==> config.mk <==
export PLATFORM = sky130hd
export DESIGN_NAME = rf_arbiter
export DESIGN_NICKNAME = d
export VERILOG_FILES = /design/src/rtl/rf_arbiter.sv
export SDC_FILE = /design/constraint.sdc
export NUM_CORES = 1
export LEC_CHECK = 0
export ABC_AREA = 1
export BUFFER_PORTS_ARGS = -buffer_cell sky130_fd_sc_hd__buf_2
export CAP_MARGIN = 20
export CELL_PAD_IN_SITES_DETAIL_PLACEMENT = 0
export CELL_PAD_IN_SITES_GLOBAL_PLACEMENT = 1
export CORE_UTILIZATION = 30
export CTS_CLUSTER_DIAMETER = 30
export DETAILED_ROUTE_END_ITERATION = 8
export GPL_ROUTABILITY_DRIVEN = 0
export PLACE_DENSITY_LB_ADDON = 0.15
export SYNTH_ARGS = -nofsm -noshare
export SYNTH_HDL_FRONTEND = slang
export SYNTH_SLANG_ARGS = --single-unit
==> constraint.sdc <==
create_clock -name sys_clk_i -period 1.6 [get_ports sys_clk_i]
set_input_delay 0.16 -clock sys_clk_i [delete_from_list [all_inputs] [get_ports sys_clk_i]]
set_output_delay 0.16 -clock sys_clk_i [all_outputs]
set_load 0.05 [all_outputs]
==> src/rtl/rf_arbiter.sv <==
// Two-port register-file arbiter: serialises SPI-host (A) and sequencer (B) accesses onto one strobe set.
// Define RF_ARB_RR_EN for round-robin collision handling; default is fixed priority with A winning.
`ifndef RF_ADDR_WIDTH
`define RF_ADDR_WIDTH 8
`endif
`ifndef RF_DATA_WIDTH
`define RF_DATA_WIDTH 16
`endif

module rf_arbiter #(
  parameter int ADDR_WIDTH = `RF_ADDR_WIDTH,
  parameter int DATA_WIDTH = `RF_DATA_WIDTH,
  parameter int RD_LAT     = 1
) (
  input  logic                  sys_clk_i,
  input  logic                  sys_rst_i,
  input  logic                  a_re_i,
  input  logic                  a_we_i,
  input  logic [ADDR_WIDTH-1:0] a_addr_i,
  input  logic [DATA_WIDTH-1:0] a_data_i,
  output logic [DATA_WIDTH-1:0] a_rdata_o,
  output logic                  a_ack_o,
  input  logic                  b_re_i,
  input  logic                  b_we_i,
  input  logic [ADDR_WIDTH-1:0] b_addr_i,
  input  logic [DATA_WIDTH-1:0] b_data_i,
  output logic [DATA_WIDTH-1:0] b_rdata_o,
  output logic                  b_ack_o,
  output logic                  rf_re_o,
  output logic                  rf_we_o,
  output logic [ADDR_WIDTH-1:0] rf_addr_o,
  output logic [DATA_WIDTH-1:0] rf_wdata_o,
  input  logic [DATA_WIDTH-1:0] rf_rdata_i,
  output logic                  busy_o,
  output logic [1:0]            state_o
);

  // Requests are levels held until ack; a request with we high is a write even if re is also high.
  typedef enum logic [1:0] {IDLE = 2'd0, ISSUE = 2'd1, WAIT = 2'd2, ACK = 2'd3} state_t;

  localparam logic [2:0] WAIT_LAST = 3'(RD_LAT - 1);

  state_t                state;
  state_t                state_nxt;
  logic                  win_q;
  logic                  we_q;
  logic [ADDR_WIDTH-1:0] addr_q;
  logic [DATA_WIDTH-1:0] wdata_q;
  logic [2:0]            wait_cnt;
  logic                  a_req;
  logic                  b_req;
  logic                  grant_b;
  logic                  wait_done;

  assign a_req     = a_re_i | a_we_i;
  assign b_req     = b_re_i | b_we_i;
  assign wait_done = (wait_cnt == WAIT_LAST);

`ifdef RF_ARB_RR_EN
  // ptr_q names the port that wins the next collision; it always points away from the last grant.
  logic ptr_q;

  always_ff @(posedge sys_clk_i or posedge sys_rst_i) begin
    if (sys_rst_i) begin
      ptr_q <= 1'b0;
    end else if (state == IDLE && (a_req || b_req)) begin
      ptr_q <= ~grant_b;
    end
  end

  always_comb begin
    grant_b = 1'b0;
    if (a_req && b_req) grant_b = ptr_q;
    else if (b_req)     grant_b = 1'b1;
  end
`else
  always_comb begin
    grant_b = 1'b0;
    if (b_req && !a_req) grant_b = 1'b1;
  end
`endif

  always_ff @(posedge sys_clk_i or posedge sys_rst_i) begin
    if (sys_rst_i) state <= IDLE;
    else           state <= state_nxt;
  end

  always_comb begin
    state_nxt = state;
    case (state)
      IDLE:    if (a_req || b_req) state_nxt = ISSUE;
      ISSUE:   state_nxt = we_q ? ACK : WAIT;
      WAIT:    if (wait_done) state_nxt = ACK;
      ACK:     state_nxt = IDLE;
      default: state_nxt = IDLE;
    endcase
  end

  always_ff @(posedge sys_clk_i or posedge sys_rst_i) begin
    if (sys_rst_i) begin
      win_q     <= 1'b0;
      we_q      <= 1'b0;
      addr_q    <= '0;
      wdata_q   <= '0;
      wait_cnt  <= '0;
      a_rdata_o <= '0;
      b_rdata_o <= '0;
    end else begin
      if (state == IDLE && (a_req || b_req)) begin
        win_q   <= grant_b;
        we_q    <= grant_b ? b_we_i   : a_we_i;
        addr_q  <= grant_b ? b_addr_i : a_addr_i;
        wdata_q <= grant_b ? b_data_i : a_data_i;
      end
      if (state == WAIT) wait_cnt <= wait_cnt + 3'd1;
      else               wait_cnt <= '0;
      if (state == WAIT && wait_done) begin
        if (win_q) b_rdata_o <= rf_rdata_i;
        else       a_rdata_o <= rf_rdata_i;
      end
    end
  end

  // Outputs decode the state register directly so reset clears them without waiting for a clock.
  always_comb begin
    rf_re_o    = 1'b0;
    rf_we_o    = 1'b0;
    rf_addr_o  = '0;
    rf_wdata_o = '0;
    a_ack_o    = 1'b0;
    b_ack_o    = 1'b0;
    busy_o     = (state != IDLE);
    state_o    = state;
    if (state == ISSUE) begin
      rf_re_o    = ~we_q;
      rf_we_o    = we_q;
      rf_addr_o  = addr_q;
      rf_wdata_o = wdata_q;
    end
    if (state == ACK) begin
      a_ack_o = ~win_q;
      b_ack_o = win_q;
    end
  end

endmodule

# After elaboration in Yosys (flattened, before gate mapping)
# Cells that the tools add are included.
# W data, S select, Z words.
# totals
ff_bits	63
in_bits	70
wordCells	44
# op_classes
add_sub_neg	1
n_eq_ne	5
n_mux	15
bitwise	4
reduce_logical	11
# op_table
cell	count
$mux W16	2
$mux W8	2
$pmux W2 S4	1
$mux W1	7
$reduce_and A2 Y1	3
$eq A2 B2 Y1 const B	2
$mux W2	2
$ne A2 B2 Y1 const B	2
$add A3 B1 Y3 const B	1
$logic_and A1 B1 Y1	3
$logic_not A3 Y1	1
$mux W3	1
$eq A2 B1 Y1 const B	1
$logic_not A2 Y1	1
$not A1 Y1	2
$or A1 B1 Y1	2
$reduce_bool A2 Y1	1
$logic_not A1 Y1	1
$logic_or A1 B1 Y1	1

# Logic depth before layout (Yosys ltp)
# Gate-level depths: netlist (run 1).
# depth
ltp_word	5
mapped_depth	8

# Worst setup path after synthesis (run 1)
# OpenSTA, ideal clock, no wires.
# synth_timing
path_type	flip-flop to output port
startpoint	reg state[1], in the netlist state_o[1]
endpoint	out rf_re_o
t_arrival_ps	1844
required_ps	1440
setup_slack_ps	-404
stages_incl_launch_ff	6
cell_sequence	dfrtp_1 -> inv_1 -> ha_1 -> clkbuf_1 -> inv_1 -> nor2_1
# synth_between
elab_chain_cells	2
# synth_lines
item	line_no	rtl
from (decl)	43	state_t state;
from (signal assigned)	85	else state <= state_nxt;
$eq A2 B1 Y1	134	if (state == ISSUE) begin
$mux W1	134	
to (decl)	29	output logic rf_re_o,
# Every way passes these cells.

# Final worst setup path (run 1)
# layout_timing
startpoint	reg state[0], in the netlist state_o[0]
endpoint	out rf_wdata_o[9]
# layout_between
elab_chain_cells	2
# layout_lines
item	line_no	rtl
$eq A2 B1 Y1	134	
$mux W16	134	
to (decl)	32	output logic [DATA_WIDTH-1:0] rf_wdata_o,
# Every way passes these cells.

==> results.yml, run 1 <==
clocking:
  ctsRootBufferMaster: "clkbuf_8"
  cts.htree.levels: 3
  cts.sinks: 63
  clk_pin_slew_ns: 0.07
  clock_path_buffers: 2
  cts_tree: "yes"
  cts_made_buffers: 9
  worstSkewPairLatency_ns: 0.33
place:
  io_buffer_count: 132
  dpl_cell_area_mm2: 0.004043
  dp_hpwl_um: 5923
power_and_ir_drop:
  p_comb_share_pct: 60.4
  p_sw_mw: 5.313
  power_frac_clock_pct: 11.9
  pwr-share-seq_pct: 27.7
  leakagePower_nw: 2.481
  power_mw: 10.24
  power.internal_mw: 4.925
  powerDensity_mw_per_mm2: 2246
  p_sw_share_pct: 51.90
  peakVddDrop_mv: 1.095
global_route:
  grt_max_degree: 33
  grt.overflow.total: 0
  grt.total_usage_pct: 16.66
  use_met3_pct: 3.965
  use_met1_pct: 21.75
  grt_pass1_vias: 3009
  grt_pass1_wl_um: 14410
  grt_util_met2_pct: 27.18
  top_usage_layer: "met2"
  antenna_found_initial: 0
yosys:
  postSynthAreaPerCell_um2: 7.513
  synthCells: 412
  yosysWarningCount: 0
  synthDistinctLibCells: 18
  yosysSeqAreaShare_pct: 50.93
  synth_area_mm2: 0.003095
  ys_seq_elements: 63
  syn-num-nets: 489
floorplan:
  ioPinCount: 133
  die_area_mm2: 0.01073
  num_rows: 36
  fp.dieW_um: 103.6
  die_y_um: 103.6
  core_mm2: 0.009910
  start_util_pct: 31.24
finish:
  final_design_area_no_fill_mm2: 0.004558
  fillers: 1028
  drive_gt1_share_pct: 36.58
  nNetsFinal: 627
  area_delta_synth_final_pct: 47.25
  insertedDiodeCount: 0
  fin_util_pct: 46.00
setup_path:
  end_kind: "output pin"
  crit_slowest_cell: "dfrtp_2"
  critPathKind: "flop to output pin"
  critical_path.startpoint_type: "flop"
  worstPathMaxFanout: 14
  critPathRequiredTime_ns: 1.44
  path_cells: "ha_4 -> buf_12 -> nand2_1 -> clkinvlp_4 -> buf_8"
  slowest_delay_ns: 0.44
  cp.arrival_ns: 1.49
timing:
  worstMarginPinSlew_ns: 0.5275
  finalHoldViolCount: 0
  whs_ns: 0.08309
  finalCritPeriodShare_pct: 103.2
  rsz0062_at_grt: "true"
  fin_ws_ns: -0.05111
  max_clock_freq_ghz: 0.6057
  post-route-min-period_ns: 1.651
  skew_ns: 0.007389
  slew_violations: 0
  setup_viol: 26
  slew_headroom_pct: 64.76
  setup_tns_ns: -0.8014
routing:
  via_per_inst: 4.328
  ant_nets: 0
  drt_iter0_markers: 104
  drt_wl_total_um: 8461
  wl_per_cell_um: 12.30
  vias: 2978
  drtPass1Iterations: 4
  drc_errors: 0
job:
  max-cap-violations: 0
min_path:
  min_path_type: "primary input to flop"
outcome:
  violations: "setup timing"
  status: "finished, violations left"
==> path summary, 6_finish.rpt <==
kind | to | slack, ns | start | cells past startpoint
setup reg to reg | a_rdata_o[12] | 0.15 | state_o[0] | 6
max in group asynchronous | b_rdata_o[0] | 0.61 | sys_rst_i | 4
setup / recovery | rf_wdata_o[9] | -0.05 | state_o[0] | 5
min in group asynchronous | a_rdata_o[9] | 0.42 | sys_rst_i | 3
hold / removal | b_rdata_o[5] | 0.08 | rf_rdata_i[5] | 3
hold reg to reg | wait_cnt[0] | 0.48 | wait_cnt[0] | 1
==> area by class of cell <==
cell class                 count  area, um2  share of cell area (%)
multi-input combinational    274       1242                   27.26
timing repair buffer         146       1107                   24.29
clock buffer                  10      137.6                   3.019
tap                          133      166.4                   3.651
clock inverter                 6      36.28                  0.7960
sequential                    63       1579                   34.64
inverter                      56      289.0                   6.341
==> cells by family (layout without fill, tap and decap cells) <==
| kind of cell | Yosys count | in the layout | synth area share (%) |
|---|---|---|---|
| buf+inv | 75 | 218 | 10.15 |
| flops | 63 | 63 | 50.93 |
| compound gates | 35 | 35 | 5.740 |
| simple gates | 231 | 231 | 30.07 |
| xor+xnor | 1 | 1 | 0.2830 |
| fa+ha+maj | 7 | 7 | 2.829 |
==> stage by stage <==
step / instances / setup slack (ns)
detailed placement: 668 / 0.1449
CTS: 688 / -0.07573
finish: 688 / -0.05111
floorplan: 412 / -0.02294
global placement: 668 / 0.1654
global route: 688 / -0.1143
==> timing repair <==
action	CTS	global route
endpoints found under the setup margin	27	29
hold buffers	1	0
setup buffers	2	0
pin swaps	0	0
gates cloned	1	0
endpoints found under the hold margin	22	0
gates resized for setup	82	11
==> cells in the mapped netlist <==
master | number | area (um2)
nand2_1 | 190 | 713.2
dfrtp_1 | 63 | 1577
inv_1 | 55 | 206.5
o21ai_1 | 33 | 165.2
nand3_1 | 29 | 145.1
buf_2 | 14 | 70.07
ha_1 | 7 | 87.58
nor2_1 | 6 | 22.52
clkbuf_1 | 3 | 11.26
buf_6 | 2 | 22.52
nand2_2 | 2 | 12.51
nand3b_1 | 2 | 15.01
inv_2 | 1 | 3.750
nand2_4 | 1 | 11.26
nor2_4 | 1 | 11.26
o21ai_0 | 1 | 5.000
o21bai_1 | 1 | 7.510
xnor2_1 | 1 | 8.760
==> cells in the final DEF, fill, tap and decap left out, types with 2 or more instances in the layout <==
cell and instances:
buf_12 5, buf_2 103, buf_4 9, buf_6 5
buf_8 22, clkbuf_8 10, clkinv_2 4, clkinvlp_4 22
dfrtp_1 61, dfrtp_2 2, ha_1 5, inv_1 31
inv_2 4, nand2_1 183, nand2_2 9, nand3_1 29
nand3b_1 2, nor2_1 4, nor2_2 2, o21ai_1 33
==> power groups by stage <==
stage	logic (mW)	registers (mW)	clock network (mW)
6_report	6.18	2.84	1.22
4_1_cts	6.20	2.85	1.26
3_3_place_gp	5.47	2.85	0
5_1_grt	6.66	2.94	1.33
2_1_floorplan	2.71	4.27	0
3_5_place_dp	5.54	2.84	0
==> per-layer routing <==
layer / wire (um) / up-vias
met3: 544 / 8
met4: 90 / 0
met1: 3949 / 1351
li1: - / 1516
met5: 0 / -
met2: 3876 / 103
==> flip-flops by register name, indices dropped and copies added, names as in the netlist <==
signal / cells
state_o: 2
we_q: 1
wdata_q: 16
wait_cnt: 3
addr_q: 8
a_rdata_o: 16
win_q: 1
b_rdata_o: 16
==> critical path, delay by kind of cell, from the launching register on <==
family	cells	cell delay, ns
flops	1	0.44
buf+inv	3	0.40
fa+ha+maj	1	0.20
simple gates	1	0.11
Note: power is estimated with default switching activity, not from simulation.
==> run 2: changes to the inputs <==
--- a/config.mk
+++ b/config.mk
@@ -7,10 +7,9 @@
 export LEC_CHECK = 0
 export ABC_AREA = 1
 export BUFFER_PORTS_ARGS = -buffer_cell sky130_fd_sc_hd__buf_2
-export CAP_MARGIN = 20
 export CELL_PAD_IN_SITES_DETAIL_PLACEMENT = 0
 export CELL_PAD_IN_SITES_GLOBAL_PLACEMENT = 1
-export CORE_UTILIZATION = 30
+export CORE_UTILIZATION = 35
 export CTS_CLUSTER_DIAMETER = 30
 export DETAILED_ROUTE_END_ITERATION = 8
 export GPL_ROUTABILITY_DRIVEN = 0
==> constraint.sdc (replaced) <==
create_clock -name sys_clk_i -period 2.1 [get_ports sys_clk_i]
set_input_delay 0.21 -clock sys_clk_i [delete_from_list [all_inputs] [get_ports sys_clk_i]]
set_output_delay 0.21 -clock sys_clk_i [all_outputs]
set_load 0.05 [all_outputs]
==> run 2 against run 1 <==
Compared with the run above: the run now ends clean; largest power group unchanged; critical path depth is 1 higher; worst setup slack improved by 0.25 ns; global-route usage rose by 1.3 points; critical path type unchanged; worst hold slack better by 0.041 ns; cell count shrank 4.7%.
==> results.yml, run 2 (synthesis gave the netlist of run 1 again) <==
outcome:
  status: "complete, no violations"
floorplan:
  ioPinCount: 133
  die_y_um: 96.05
  die_area_mm2: 0.009225
  start_util_pct: 36.93
  num_rows: 33
  fp.dieW_um: 96.05
  core_mm2: 0.008382
routing:
  drc_errors: 0
  vias: 2896
  wl_per_cell_um: 11.83
  drtPass1Iterations: 4
  ant_nets: 0
  drt_iter0_markers: 84
  via_per_inst: 4.415
  drt_wl_total_um: 7762
clocking:
  cts.htree.levels: 3
  clk_pin_slew_ns: 0.07
  cts-resized-gates: 0
  cts.sinks: 63
  worstSkewPairLatency_ns: 0.34
  ctsHoldBuffers: 1
  ctsRootBufferMaster: "clkbuf_8"
  clock_path_buffers: 2
  cts_tree: "yes"
  post_cts_buffers: 0
  cts_made_buffers: 9
timing:
  finalHoldViolCount: 0
  max_clock_freq_ghz: 0.5249
  post-route-min-period_ns: 1.905
  rsz0062_at_grt: "false"
  skew_ns: 0.007378
  setup_tns_ns: 0
  slew_headroom_pct: 67.90
  worstMarginPinSlew_ns: 0.4798
  setup_viol: 0
  finalCritPeriodShare_pct: 90.72
  slew_violations: 0
setup_path:
  slowest_delay_ns: 0.44
  cp.arrival_ns: 1.70
  crit_slowest_cell: "dfrtp_1"
  crit_family: "buffers and inverters"
  critPathKind: "flop to output pin"
  path_cells: "inv_1 -> ha_1 -> buf_4 -> inv_1 -> nor2_1 -> buf_2"
  critPathRequiredTime_ns: 1.89
  end_kind: "output pin"
  cp_common_cell: "inv_1"
  critical_path.startpoint_type: "flop"
  worstPathBufferInverterCount: 4
  worstPathMaxFanout: 15
place:
  dpl_cell_area_mm2: 0.003864
  io_buffer_count: 132
  dp_hpwl_um: 5532
finish:
  final_design_area_no_fill_mm2: 0.004104
  drive_gt1_share_pct: 29.58
  multiInputGateArea_mm2: 0.001205
  final_common_cell: "nand2_1"
  area_delta_synth_final_pct: 32.58
  fillers: 877
  nNetsFinal: 623
  insertedDiodeCount: 0
  seqCellArea_mm2: 0.001577
  layout_common_cells: "nand2_1 (190), buf_2 (132), dfrtp_1 (63), inv_1 (54), o21ai_1 (33)"
  reg_top3: "a_rdata_o x16, b_rdata_o x16, wdata_q x16"
global_route:
  grt_pass1_wl_um: 12520
  antenna_found_initial: 0
  grt_max_degree: 33
  grt_pass1_vias: 2720
  grt.overflow.total: 0
  grt.total_usage_pct: 17.91
min_path:
  min_path_type: "primary input to flop"
power_and_ir_drop:
  powerDensity_mw_per_mm2: 1774
  leakagePower_nw: 2.600
  peakVddDrop_mv: 0.6297
job:
  max-cap-violations: 0
==> run 2: final timing paths <==
check / depth (start not counted) / to / slack (ns) / start
hold reg to reg: 1 / wait_cnt[0] / 0.47 / wait_cnt[0]
max in group asynchronous: 4 / state_o[0] / 1.11 / sys_rst_i
setup reg to reg: 6 / a_rdata_o[13] / 0.58 / state_o[0]
hold / removal: 3 / a_rdata_o[7] / 0.12 / rf_rdata_i[7]
setup / recovery: 6 / rf_re_o / 0.19 / state_o[1]
min in group asynchronous: 3 / a_rdata_o[12] / 0.40 / sys_rst_i
==> run 2: layer usage <==
metal / up-vias / track usage (%) / part of all wire, %
li1: 1511 / - / -
met1: 1296 / 23.27 / 46
met2: 81 / 28.31 / 46
met3: 8 / 5.845 / 6.5
met4: 0 / 5.348 / 1.3
met5: - / 0 / 0
==> run 2: per-stage QoR <==
| stage | hold WS (ns) | utilization (%) | cells | setup WS, ns | total power, mW |
|---|---|---|---|---|---|
| floorplan | 0.3634 | - | 412 | 0.04570 | 5.205 |
| global placement | 0.2180 | 46.10 | 639 | 0.5850 | 6.108 |
| detailed placement | 0.2237 | 46.10 | 639 | 0.5452 | 6.163 |
| CTS | 0.1029 | 48.96 | 656 | 0.1470 | 7.398 |
| global route | 0.1136 | 48.96 | 656 | 0.04545 | 7.845 |
| finish | 0.1239 | 48.96 | 656 | 0.1949 | 7.280 |
==> run 2: area by class of cell <==
class                      count  share of cell area [%]
timing repair buffer         142                   18.29
clock buffer                  10                   3.354
clock inverter                 6                   2.256
multi-input combinational    274                   29.36
inverter                      56                   5.122
sequential                    63                   38.41
tap                          105                   3.201
==> run 2: power breakdown <==
group	total (mW)	internal, mW	switching [mW]	leakage (nW)
clock	1.20	0.706	0.495	0.109
sequential	2.14	1.81	0.331	0.778
combinational	3.94	0.947	2.99	1.71
==> run 2: worst register-to-register path: cells and delay by family, from the launching register on <==
kind,cells,cell delay (ns)
buffers and inverters,2,0.43
adder cells (fa/ha/maj),1,0.27
AO/OA/AOI/OAI,1,0.10
flip-flops,1,0.45
AND/OR/NAND/NOR,2,0.20
